===== src/rtl/pcm_uart_tx_streamer.sv =====
// Stereo PCM frame -> 8N1 UART streamer in playback byte order; optional 0xA5 sync prefix via PCM_TX_SYNC_EN.
// Start bit drives one cycle after the CTS_WAIT cycle; frame_ready only in IDLE, cts pauses at byte boundaries.
module pcm_uart_tx_streamer #(
   parameter int CLK_FREQ = 12_000_000,
   parameter int BAUDRATE = 3_000_000,
   parameter int BITS     = 32
) (
   input  logic            clk,
   input  logic            reset_n,
   input  logic [BITS-1:0] frame_data,
   input  logic            frame_valid,
   output logic            frame_ready,
   input  logic            cts,
   output logic            tx,
   output logic            busy,
   output logic [15:0]     frames_sent
);

   localparam int DIV    = CLK_FREQ / BAUDRATE;
   localparam int CW     = (DIV > 1) ? $clog2(DIV) : 1;
   localparam int NBYTES = BITS / 8;
   localparam logic [CW-1:0] BAUD_LAST = CW'(DIV - 1);

`ifdef PCM_TX_SYNC_EN
   localparam logic [7:0] SYNC_BYTE = 8'hA5;
   localparam logic [2:0] LAST_BYTE = 3'(NBYTES);
`else
   localparam logic [2:0] LAST_BYTE = 3'(NBYTES - 1);
`endif

   typedef enum logic [2:0] {
      IDLE,
      CTS_WAIT,
      START,
      DATA,
      STOP
   } state_t;

   state_t          state, state_nxt;
   logic [CW-1:0]   baud_cnt, baud_nxt;
   logic [2:0]      bit_cnt, bit_nxt;
   logic [2:0]      byte_idx, byte_nxt;
   logic [7:0]      shreg, shreg_nxt;
   logic [BITS-1:0] frame_q, frame_nxt;
   logic            busy_nxt;
   logic [15:0]     sent_nxt;
   logic            tx_nxt;
   logic            baud_tick;

   // Wire order matches the receiver: L lo, L hi, R lo, R hi (sync byte first when enabled).
   function automatic logic [7:0] wire_byte(input logic [2:0] idx, input logic [BITS-1:0] d);
      logic [7:0] b;
      logic [2:0] k;
`ifdef PCM_TX_SYNC_EN
      k = idx - 3'd1;
`else
      k = idx;
`endif
      case (k)
         3'd0:    b = d[23:16];
         3'd1:    b = d[31:24];
         3'd2:    b = d[7:0];
         default: b = d[15:8];
      endcase
`ifdef PCM_TX_SYNC_EN
      if (idx == 3'd0) b = SYNC_BYTE;
`endif
      return b;
   endfunction

   assign baud_tick = (baud_cnt == BAUD_LAST);

   always_comb begin
      state_nxt = state;
      baud_nxt  = baud_cnt;
      bit_nxt   = bit_cnt;
      byte_nxt  = byte_idx;
      shreg_nxt = shreg;
      frame_nxt = frame_q;
      busy_nxt  = busy;
      sent_nxt  = frames_sent;
      tx_nxt    = 1'b1;

      case (state)
         IDLE: begin
            if (frame_ready && frame_valid) begin
               frame_nxt = frame_data;
               byte_nxt  = 3'd0;
               busy_nxt  = 1'b1;
               state_nxt = CTS_WAIT;
            end
         end
         CTS_WAIT: begin
            baud_nxt = '0;
            if (cts) begin
               shreg_nxt = wire_byte(byte_idx, frame_q);
               state_nxt = START;
            end
         end
         START: begin
            if (baud_tick) begin
               baud_nxt  = '0;
               bit_nxt   = 3'd0;
               state_nxt = DATA;
            end else begin
               baud_nxt = baud_cnt + 1'b1;
            end
         end
         DATA: begin
            if (baud_tick) begin
               baud_nxt  = '0;
               shreg_nxt = {1'b0, shreg[7:1]};
               if (bit_cnt == 3'd7) begin
                  state_nxt = STOP;
               end else begin
                  bit_nxt = bit_cnt + 3'd1;
               end
            end else begin
               baud_nxt = baud_cnt + 1'b1;
            end
         end
         STOP: begin
            if (baud_tick) begin
               baud_nxt = '0;
               if (byte_idx == LAST_BYTE) begin
                  busy_nxt  = 1'b0;
                  sent_nxt  = frames_sent + 16'd1;
                  state_nxt = IDLE;
               end else begin
                  // The byte-boundary cts check is folded into the stop bit's last
                  // cycle so that an unthrottled frame has no inter-byte gap.
                  byte_nxt = byte_idx + 3'd1;
                  if (cts) begin
                     shreg_nxt = wire_byte(byte_nxt, frame_q);
                     state_nxt = START;
                  end else begin
                     state_nxt = CTS_WAIT;
                  end
               end
            end else begin
               baud_nxt = baud_cnt + 1'b1;
            end
         end
         default: begin
            state_nxt = IDLE;
            busy_nxt  = 1'b0;
         end
      endcase

      case (state_nxt)
         START:   tx_nxt = 1'b0;
         DATA:    tx_nxt = shreg_nxt[0];
         default: tx_nxt = 1'b1;
      endcase
   end

   // tx is registered from the next-state decode so the line never glitches.
   always_ff @(posedge clk) begin
      if (!reset_n) begin
         state       <= IDLE;
         baud_cnt    <= '0;
         bit_cnt     <= '0;
         byte_idx    <= '0;
         shreg       <= '0;
         frame_q     <= '0;
         busy        <= 1'b0;
         frames_sent <= '0;
         tx          <= 1'b1;
         frame_ready <= 1'b0;
      end else begin
         state       <= state_nxt;
         baud_cnt    <= baud_nxt;
         bit_cnt     <= bit_nxt;
         byte_idx    <= byte_nxt;
         shreg       <= shreg_nxt;
         frame_q     <= frame_nxt;
         busy        <= busy_nxt;
         frames_sent <= sent_nxt;
         tx          <= tx_nxt;
         frame_ready <= (state_nxt == IDLE);
      end
   end

endmodule

===== config.mk =====
export PLATFORM = sky130hd
export DESIGN_NAME = pcm_uart_tx_streamer
export DESIGN_NICKNAME = d
export VERILOG_FILES = /design/src/rtl/pcm_uart_tx_streamer.sv
export SDC_FILE = /design/constraint.sdc
export NUM_CORES = 1
export LEC_CHECK = 0
export ABC_AREA = 1
export CAP_MARGIN = 10
export CORE_UTILIZATION = 40
export CTS_BUF_LIST = sky130_fd_sc_hd__clkbuf_4 sky130_fd_sc_hd__clkbuf_8 sky130_fd_sc_hd__clkbuf_16
export DETAILED_ROUTE_END_ITERATION = 10
export PLACE_DENSITY = 0.62
export SYNTH_ARGS = -nofsm -noshare
export SYNTH_HDL_FRONTEND = slang
export SYNTH_SLANG_ARGS = --single-unit
export TNS_END_PERCENT = 100

===== constraint.sdc =====
create_clock -name clk -period 1.65 [get_ports clk]
set_clock_uncertainty 0.05 [all_clocks]
set_input_delay 0.165 -clock clk [delete_from_list [all_inputs] [get_ports clk]]
set_output_delay 0.165 -clock clk [all_outputs]
set_load 0.005 [all_outputs]

==> results.txt, run 1 <==
- The flow ran to the end, but the final reports show violations.
- Violations in the final reports: setup timing
- Antenna diode count: 0
- Of all nets on the critical path, the largest fanout is 5.
- Post-synthesis register bit count: 70
- Final weighted congestion in routability-driven placement: 0.904
- Crit-path slowest cell: sky130_fd_sc_hd__dfxtp_4
- Overall routed net length: 11000 um
- Synthesized Nets: 643
* Area of the core: 9330 um^2
- Input and output buffers added on the ports amount to 54.
- Post-route clock period utilization: 100%
* Post-placement cell count: 805
* Detailed placer's ending HPWL: 8170 um
* Congestion Overflow GR: 0
* Element type at the critical path end: flip-flop
- Initial core utilization: 41.6%
- Post-route insts no fill: 823
* Overall die width: 100 um
- CTS hold repair buffers: 0
- Slew at the pin closest to its max-slew limit: 0.408 ns
- The startpoint identified for the worst hold timing path is frame_data[29].
- For this run, the number of Yosys warnings is 0.
- CTS root buffer: sky130_fd_sc_hd__clkbuf_8
- Leaving out fill and tap cells, the most frequent cell in the layout is sky130_fd_sc_hd__nand2_1.
* DRC Markers: 0
- Entering global routing, the biggest net connects 28 pins.
- At the later pin of the worst-skew pair, clock insertion delay measures 0.35 ns.
- The worst register-to-register path has a setup slack of -0.002 ns.
- Across all layers, the routed design uses 4110 vias.
- Floorplan row count: 35
- Unrepaired setup endpoints after global routing: yes
- Residual antenna-violating net count after detailed routing: 0
* Number of top-level pins: 55
- Sequential elements use 36.1% of the synthesized area.
- The tool flagged a number of max-cap violations equal to 0.
- The clock passes through at most 2 buffers.
- Drt wl/cell: 13.3 um
* Clk sinks: 70
* Crit-path cells: ha_4 > ha_4 > nand3_1 > nand2_1 > nor2_1 > nand3_1 > nand2_1 > nand3_2 > nand2_2 > nand2_2
* Leading cell types in the layout, fill and taps excluded: sky130_fd_sc_hd__nand2_1 (140), sky130_fd_sc_hd__nor2_1 (106), sky130_fd_sc_hd__dfxtp_1 (66)
* Category of the critical setup timing path: reg -> reg
- Vert. Die Dim: 100 um
- # nets final: 735
- Antenna violations before repair: 0
- The number of endpoints with negative hold slack in the final report is 0.
- The clock tree synthesis step divided the H-tree into 3 levels.
* Gate Count Post-Synth: 597
- Final worst slack: -0.00245 ns
- Worst-case vdd ir drop: 0.451 mV
- Minimum clock period after layout: 1.65 ns
- Setup violations remaining at the end of the flow were counted as 1.
* Leakage power total: 0.00226 uW
* Fin Hold WS: 0.345 ns
- Worst hold stages: 3
- Capture instance of the worst register-to-register path: tx$_SDFF_PN1_
* Overall track demand over capacity in global routing: 22.9%
- Cell area after synthesis: 3880 um^2
* Final number of max-transition violations: 0
- WP data arrival: 1.85 ns
- The first detailed-routing pass ran for 5 iterations.
- The cell family contributing the most delay on the critical path is simple AND/OR/NAND/NOR gates.
- Synth unique cells: 34
* Worst Hold Endpoint: frame_q[29]$_SDFFE_PN0P_
- For this block, the initial DRC count from the detailed router was 175.
- In this run the worst hold path is classified as in -> reg.
* CP Launch Type: flip-flop
- R2r worst-path depth: 10
* TritonCTS clock tree: built
- Dividing the detail-routed via count by the number of cells gives 4.99.
* Clock buffer count from CTS: 9
- In this run the power density over the cells is 909 nW/um^2.
* Reg clk slew, reported paths: 0.07 ns
- Max-Slew Margin vs Limit: 72.5%
- Required arrival time at the worst endpoint: 1.84 ns
- Of the cells placed in the final design, the portion with a size suffix greater than 1 is 18.9%.
- A synthesized cell averages 6.49 um^2.
* First-pass GRT wire length: 18200 um
* Vias in the first global route: 3774
* Number of buffers and inverters on the critical path: 0
- Area growth from synthesis to layout: 38.6%
- For this run, the share of the core covered by cells in the final layout is 57.6%.
- OpenSTA, run right after detailed placement, puts the worst setup slack at -0.132 ns.
- The floorplan step defined a die boundary enclosing 10100 um^2.
* R2r startpoint: byte_idx[1]$_SDFFE_PN0P_
- Max Clk Rate: 605 MHz
* Crit path largest cell delay: 0.36 ns
cell type report:
type	count	area, um^2
clock inverter	3	65.1
fill	946	3960
timing repair buffer	97	891
tap	129	161
inverter	62	243
sequential	70	1410
clock buffer	13	173
multi-input combinational	449	2430
worst min-delay path, cell delays in order:
cell,delay [ns]
sky130_fd_sc_hd__clkdlybuf4s50_1,0.40
sky130_fd_sc_hd__nor2_1,0.10
sky130_fd_sc_hd__nor2_1,0.05
through the flow:
stage	instance area (um^2)	setup TNS, ns	power, uW
6_report	5370	-0.00245	4880
5_1_grt	5370	-0.482	5140
4_1_cts	5140	-0.00599	4750
3_5_place_dp	4850	-1.41	3070
3_3_place_gp	4850	-1.11	3050
2_1_floorplan	3910	0	2610
routing by layer:
metal,part of all wire [%],global-route usage [%],up-vias
met5,0,0,-
met4,1.4,6.91,0
met3,4.2,3.40,14
met2,45,35.5,100
met1,50,32.7,1893
li1,-,-,2103
flip-flops by register name, indices dropped and copies added, names as in the netlist:
name / cells
tx: 1
state: 3
baud_cnt: 2
bit_cnt: 3
frame_q: 32
byte_idx: 3
frames_sent: 16
frame_ready: 1
busy: 1
shreg: 8
cells by family (layout without fill, tap and decap cells):
family                     Yosys count  after routing  share of synthesized area [%]
AOI/OAI and AO/OA                   88             88                           12.1
buffers and inverters               79            175                           8.29
DFF                                 70             70                           36.1
and+or+nand+nor                    350            351                           40.2
adders and majority gates           10             10                           3.23
cells in the mapped netlist, drive strengths merged:
cell,number,share of area [%]
and3,2,0.32
nand2,154,16
o211a,1,0.26
o211ai,1,0.19
nor2,119,13
dfxtp,70,36
nor3,4,0.52
o21a,1,0.19
o21ai,49,6.4
nand3b,1,0.19
or2,3,0.48
buf,8,1.4
ha,10,3.2
o31ai,1,0.19
clkbuf,9,0.87
inv,61,5.9
nand3,47,7.0
clkinv,1,0.097
o21bai,1,0.19
a21oi,34,4.7
nand4,20,3.2
report_power, final:
group          leakage (uW)  internal, uW  switching, uW
sequential         0.000572          1810            106
combinational       0.00157           557            760
clock              0.000123           991            654
total               0.00226          3360           1520
worst max path at each step:
stage	from	end	slack, ns	cells past startpoint
after floorplan	byte_idx[0]$_SDFFE_PN0P_	shreg[7]$_SDFFE_PN0P_	0.002	9
after global placement	baud_cnt[0]$_SDFFE_PN0P_	frames_sent[11]$_SDFFE_PN0P_	-0.15	9
after detailed placement	byte_idx[1]$_SDFFE_PN0P_	shreg[6]$_SDFFE_PN0P_	-0.13	9
after CTS	byte_idx[0]$_SDFFE_PN0P_	shreg[6]$_SDFFE_PN0P_	-0.006	11
after global routing	byte_idx[1]$_SDFFE_PN0P_	shreg[6]$_SDFFE_PN0P_	-0.06	9
final	byte_idx[1]$_SDFFE_PN0P_	tx$_SDFF_PN1_	-0.002	10
repair_timing:
item	4_1_cts	5_1_grt
buffers inserted	1	0
endpoints found under the setup margin	16	23
pin swaps	5	20
cloned	1	0
resized for setup	14	55
Note: power is estimated with default switching activity, not from simulation.
==> run 2: changes to the inputs <==
Settings changed: CAP_MARGIN 10 to 40, CORE_MARGIN set to 2.
==> run 2 against run 1 <==
The run now ends clean. Non-clock buffer count up 2. Critical path depth is 1 higher. Maximum frequency increased by 1.9%. Largest power group unchanged.
==> results.txt, run 2 (synthesis results as in run 1) <==
- The run finished with clean final reports.
- First-pass GRT wire length: 18200 um (+0.12%)
- Area of the multi-input gates: 2370 um^2 (-2.5%)
- Final weighted congestion in routability-driven placement: 0.956 (+5.7%)
- The count of input and output buffers came to 54 (unchanged).
* # nets final: 737 (+0.27%)
* Max Clk Rate: 617 MHz (+1.9%)
* Final setup violating endpoints: 0 (-1)
- Leaving out fill and tap cells, the most frequent cells in the layout are sky130_fd_sc_hd__nand2_1 (138), sky130_fd_sc_hd__nor2_1 (109), sky130_fd_sc_hd__dfxtp_1 (62).
- Required arrival time at the worst endpoint: 1.85 ns (about the same)
* Overall die width: 102 um (+2.0%)
- Overall routed net length: 10800 um (-1.4%)
* Ratio of cells with drive above 1 in the final layout: 18.7% (-0.14 points)
- TritonCTS built the clock tree.
- Hold Path Class: in -> reg
- Detailed placer's ending HPWL: 8000 um (-2.0%)
- R2r worst-path depth: 11 (+1)
* 1st-pass router iterations: 5 (unchanged)
- CTS root buffer: sky130_fd_sc_hd__clkbuf_8
* Violation count after the first detailed-route iteration: 186 (+6.3%)
- The transition time at the pin with the least slew margin came to 0.316 ns (-0.0916 ns).
- The peak per-stage delay on the critical path is 0.39 ns (+0.03 ns).
- The minimum clock period came to 1.62 ns (-0.0309 ns).
- CP Launch Type: flip-flop
- Setup repair after global routing could not meet its margin everywhere.
* Area growth from synthesis to layout: 36.0%
* Post-route cell area: 5270 um^2 (-1.8%)
- CTS hold repair buffers: 0 (unchanged)
* Die Footprint: 10500 um^2 (+4.0%)
* Final Hold Violating Endpoints: 0 (unchanged)
* Post-route clock period utilization: 98.3% (-1.9 points)
- Via count: 4066 (-1.1%)
* Max-Slew Margin vs Limit: 78.8% (+6.2 points)
* Via density per instance: 4.94 (-1.1%)
- The total inserted antenna cells was 0 (unchanged).
* Max Cap Violations: 0 (unchanged)
- Category of cells accounting for the largest share of critical-path delay: simple AND/OR/NAND/NOR gates
* Capture instance of the worst register-to-register path: shreg[5]$_SDFFE_PN0P_
- In the final layout, the registers with the most flip-flops are frame_q (32), frames_sent (16), shreg (8).
* Number of cells on the critical path: 11 (+1)
- Total area of sequential cells: 1420 um^2 (+0.53%)
- The slowest stage of the critical path belongs to the cell sky130_fd_sc_hd__dfxtp_4.
- Setup slack on the worst flop-to-flop path: 0.03 ns (+0.03 ns)
* Clock buffer count from CTS: 9 (unchanged)
- Capturing instance or port of the critical path: shreg[5]$_SDFFE_PN0P_
- The number of antenna violations at the first check in global routing is 0 (unchanged).
- Fin Hold WS: 0.343 ns (-0.00159 ns)
* WP data arrival: 1.82 ns (-0.03 ns)
* Leading cell type in the layout, fill and taps excluded: sky130_fd_sc_hd__nand2_1
- R2r startpoint: byte_idx[1]$_SDFFE_PN0P_
- The sum of overflow across all layers after global routing is 0 (unchanged).
* Final number of max-transition violations: 0 (unchanged)
- frame_q holds more flip-flops than any other register.
- The area of the core came to 9330 um^2 (unchanged).
- The total routing usage reported by global routing was 22.0% (-0.85 points).
* Fillers: 889 (-6.0%)
- Worst-case vdd ir drop: 0.447 mV (-0.89%)
- Clk sinks: 70 (unchanged)
- Number of buffers and inverters on the critical path: 4 (+4)
* Worst-path maximum fanout: 6 (+1)
- Crit-path cells: inv_1 > ha_2 > buf_4 > nand2_4 > nand3_4 > inv_4 > a21oi_1 > nand2_1 > nand3_1 > nand2_1 > inv_1
- Area of placed instances: 4860 um^2 (+0.36%)
- STA classifies the critical path endpoint as a flip-flop.
- Leakage power total: 0.00227 uW (+0.39%)
* Reg clk slew, reported paths: 0.07 ns (about the same)
* Start point of the critical path: byte_idx[1]$_SDFFE_PN0P_
- The non-filler instance count after layout is 823 (unchanged).
- Initial core utilization: 41.6% (unchanged)
* Vias in the first global route: 3852 (+2.1%)
- The antenna violation net count after detailed routing came to 0 (unchanged).
* Deepest level of the CTS H-tree: 3 (unchanged)
* Max Buffers Root-to-Sink: 2 (unchanged)
* Category of the critical setup timing path: reg -> reg
- The number of placement rows was 35 (unchanged).
- The die extent in y is 102 um (+2.0%).
* Number of top-level pins: 55 (unchanged)
- The average detailed-routed wire length per instance came to 13.2 um (-1.4%).
- Source-to-sink clock delay at the later pin of the worst-skew pair: 0.35 ns (about the same)
- The power density relative to cell area is 831 nW/um^2 (-8.6%).
- Pin count of the biggest net entering global routing: 36 (+29%)
- The number of flip-flops in the largest register was 32 (unchanged).
* Accumulated negative setup slack: 0 ns (+0.00245 ns)
* DRC Markers: 0 (unchanged)
- The cell count after placement was 804 (-0.12%).
-- run 2: cell count changes in the layout (fill, tap and decap cells not counted), sizes merged --
cell	previous run	this run
clkbuf	13	12
buf	43	45
clkinv	2	3
bufinv	2	0
-- run 2: per-layer routing --
metal  up-vias  GRT usage (%)  wire [um]
met3         6           3.83        425
met5         -              0          0
met1      1852           30.4       5330
met4         0           6.56        111
met2        98           35.3       4960
li1       2110              -          -
-- run 2: repair_timing --
action	in CTS	in global routing
gates cloned	1	0
gates resized for setup	15	45
setup endpoints to repair	15	19
pin swaps	2	24
buffers inserted	0	5
-- run 2: worst min path at each step --
stage / cells after the start / end / slack, ns / from
after floorplan: 2 / frame_q[11]$_SDFFE_PN0P_ / 0.25 / frame_data[11]
after global placement: 2 / baud_cnt[1]$_SDFFE_PN0P_ / 0.40 / baud_cnt[1]$_SDFFE_PN0P_
after detailed placement: 2 / bit_cnt[1]$_SDFFE_PN0P_ / 0.41 / bit_cnt[1]$_SDFFE_PN0P_
after CTS: 3 / frame_q[4]$_SDFFE_PN0P_ / 0.33 / frame_data[4]
after global routing: 3 / frame_q[18]$_SDFFE_PN0P_ / 0.35 / frame_data[18]
final: 3 / frame_q[21]$_SDFFE_PN0P_ / 0.34 / frame_data[21]
-- run 2: worst reg2reg max path, stage by stage (launching register included) --
cell and delay, ns:
sky130_fd_sc_hd__dfxtp_4 0.39, sky130_fd_sc_hd__inv_1 0.07, sky130_fd_sc_hd__ha_2 0.21, sky130_fd_sc_hd__buf_4 0.17, sky130_fd_sc_hd__nand2_4 0.10, sky130_fd_sc_hd__nand3_4 0.13, sky130_fd_sc_hd__inv_4 0.12, sky130_fd_sc_hd__a21oi_1 0.06
sky130_fd_sc_hd__nand2_1 0.07, sky130_fd_sc_hd__nand3_1 0.08, sky130_fd_sc_hd__nand2_1 0.06, sky130_fd_sc_hd__inv_1 0.03
-- run 2: area by class of cell --
class	instances	area share, %
multi-input combinational	449	44.9
inverter	62	4.56
clock inverter	2	0.190
timing repair buffer	99	17.5
tap	129	3.06
sequential	70	26.9
clock buffer	12	2.89
-- run 2: report_power, final --
| group | leakage [uW] | internal [uW] | switching, uW |
|---|---|---|---|
| logic | 0.00161 | 523 | 713 |
| clock network | 0.0000889 | 599 | 621 |
| registers | 0.000575 | 1820 | 111 |
| total | 0.00227 | 2940 | 1440 |
-- run 2: through the flow --
stage               util (%)  power, uW  setup WS (ns)
finish                  56.5       4380         0.0284
global route            56.5       4640        -0.0591
CTS                     54.5       4350        -0.0127
detailed placement      52.1       3090         -0.145
global placement        52.1       3070         -0.104
floorplan                  -       2610        0.00217
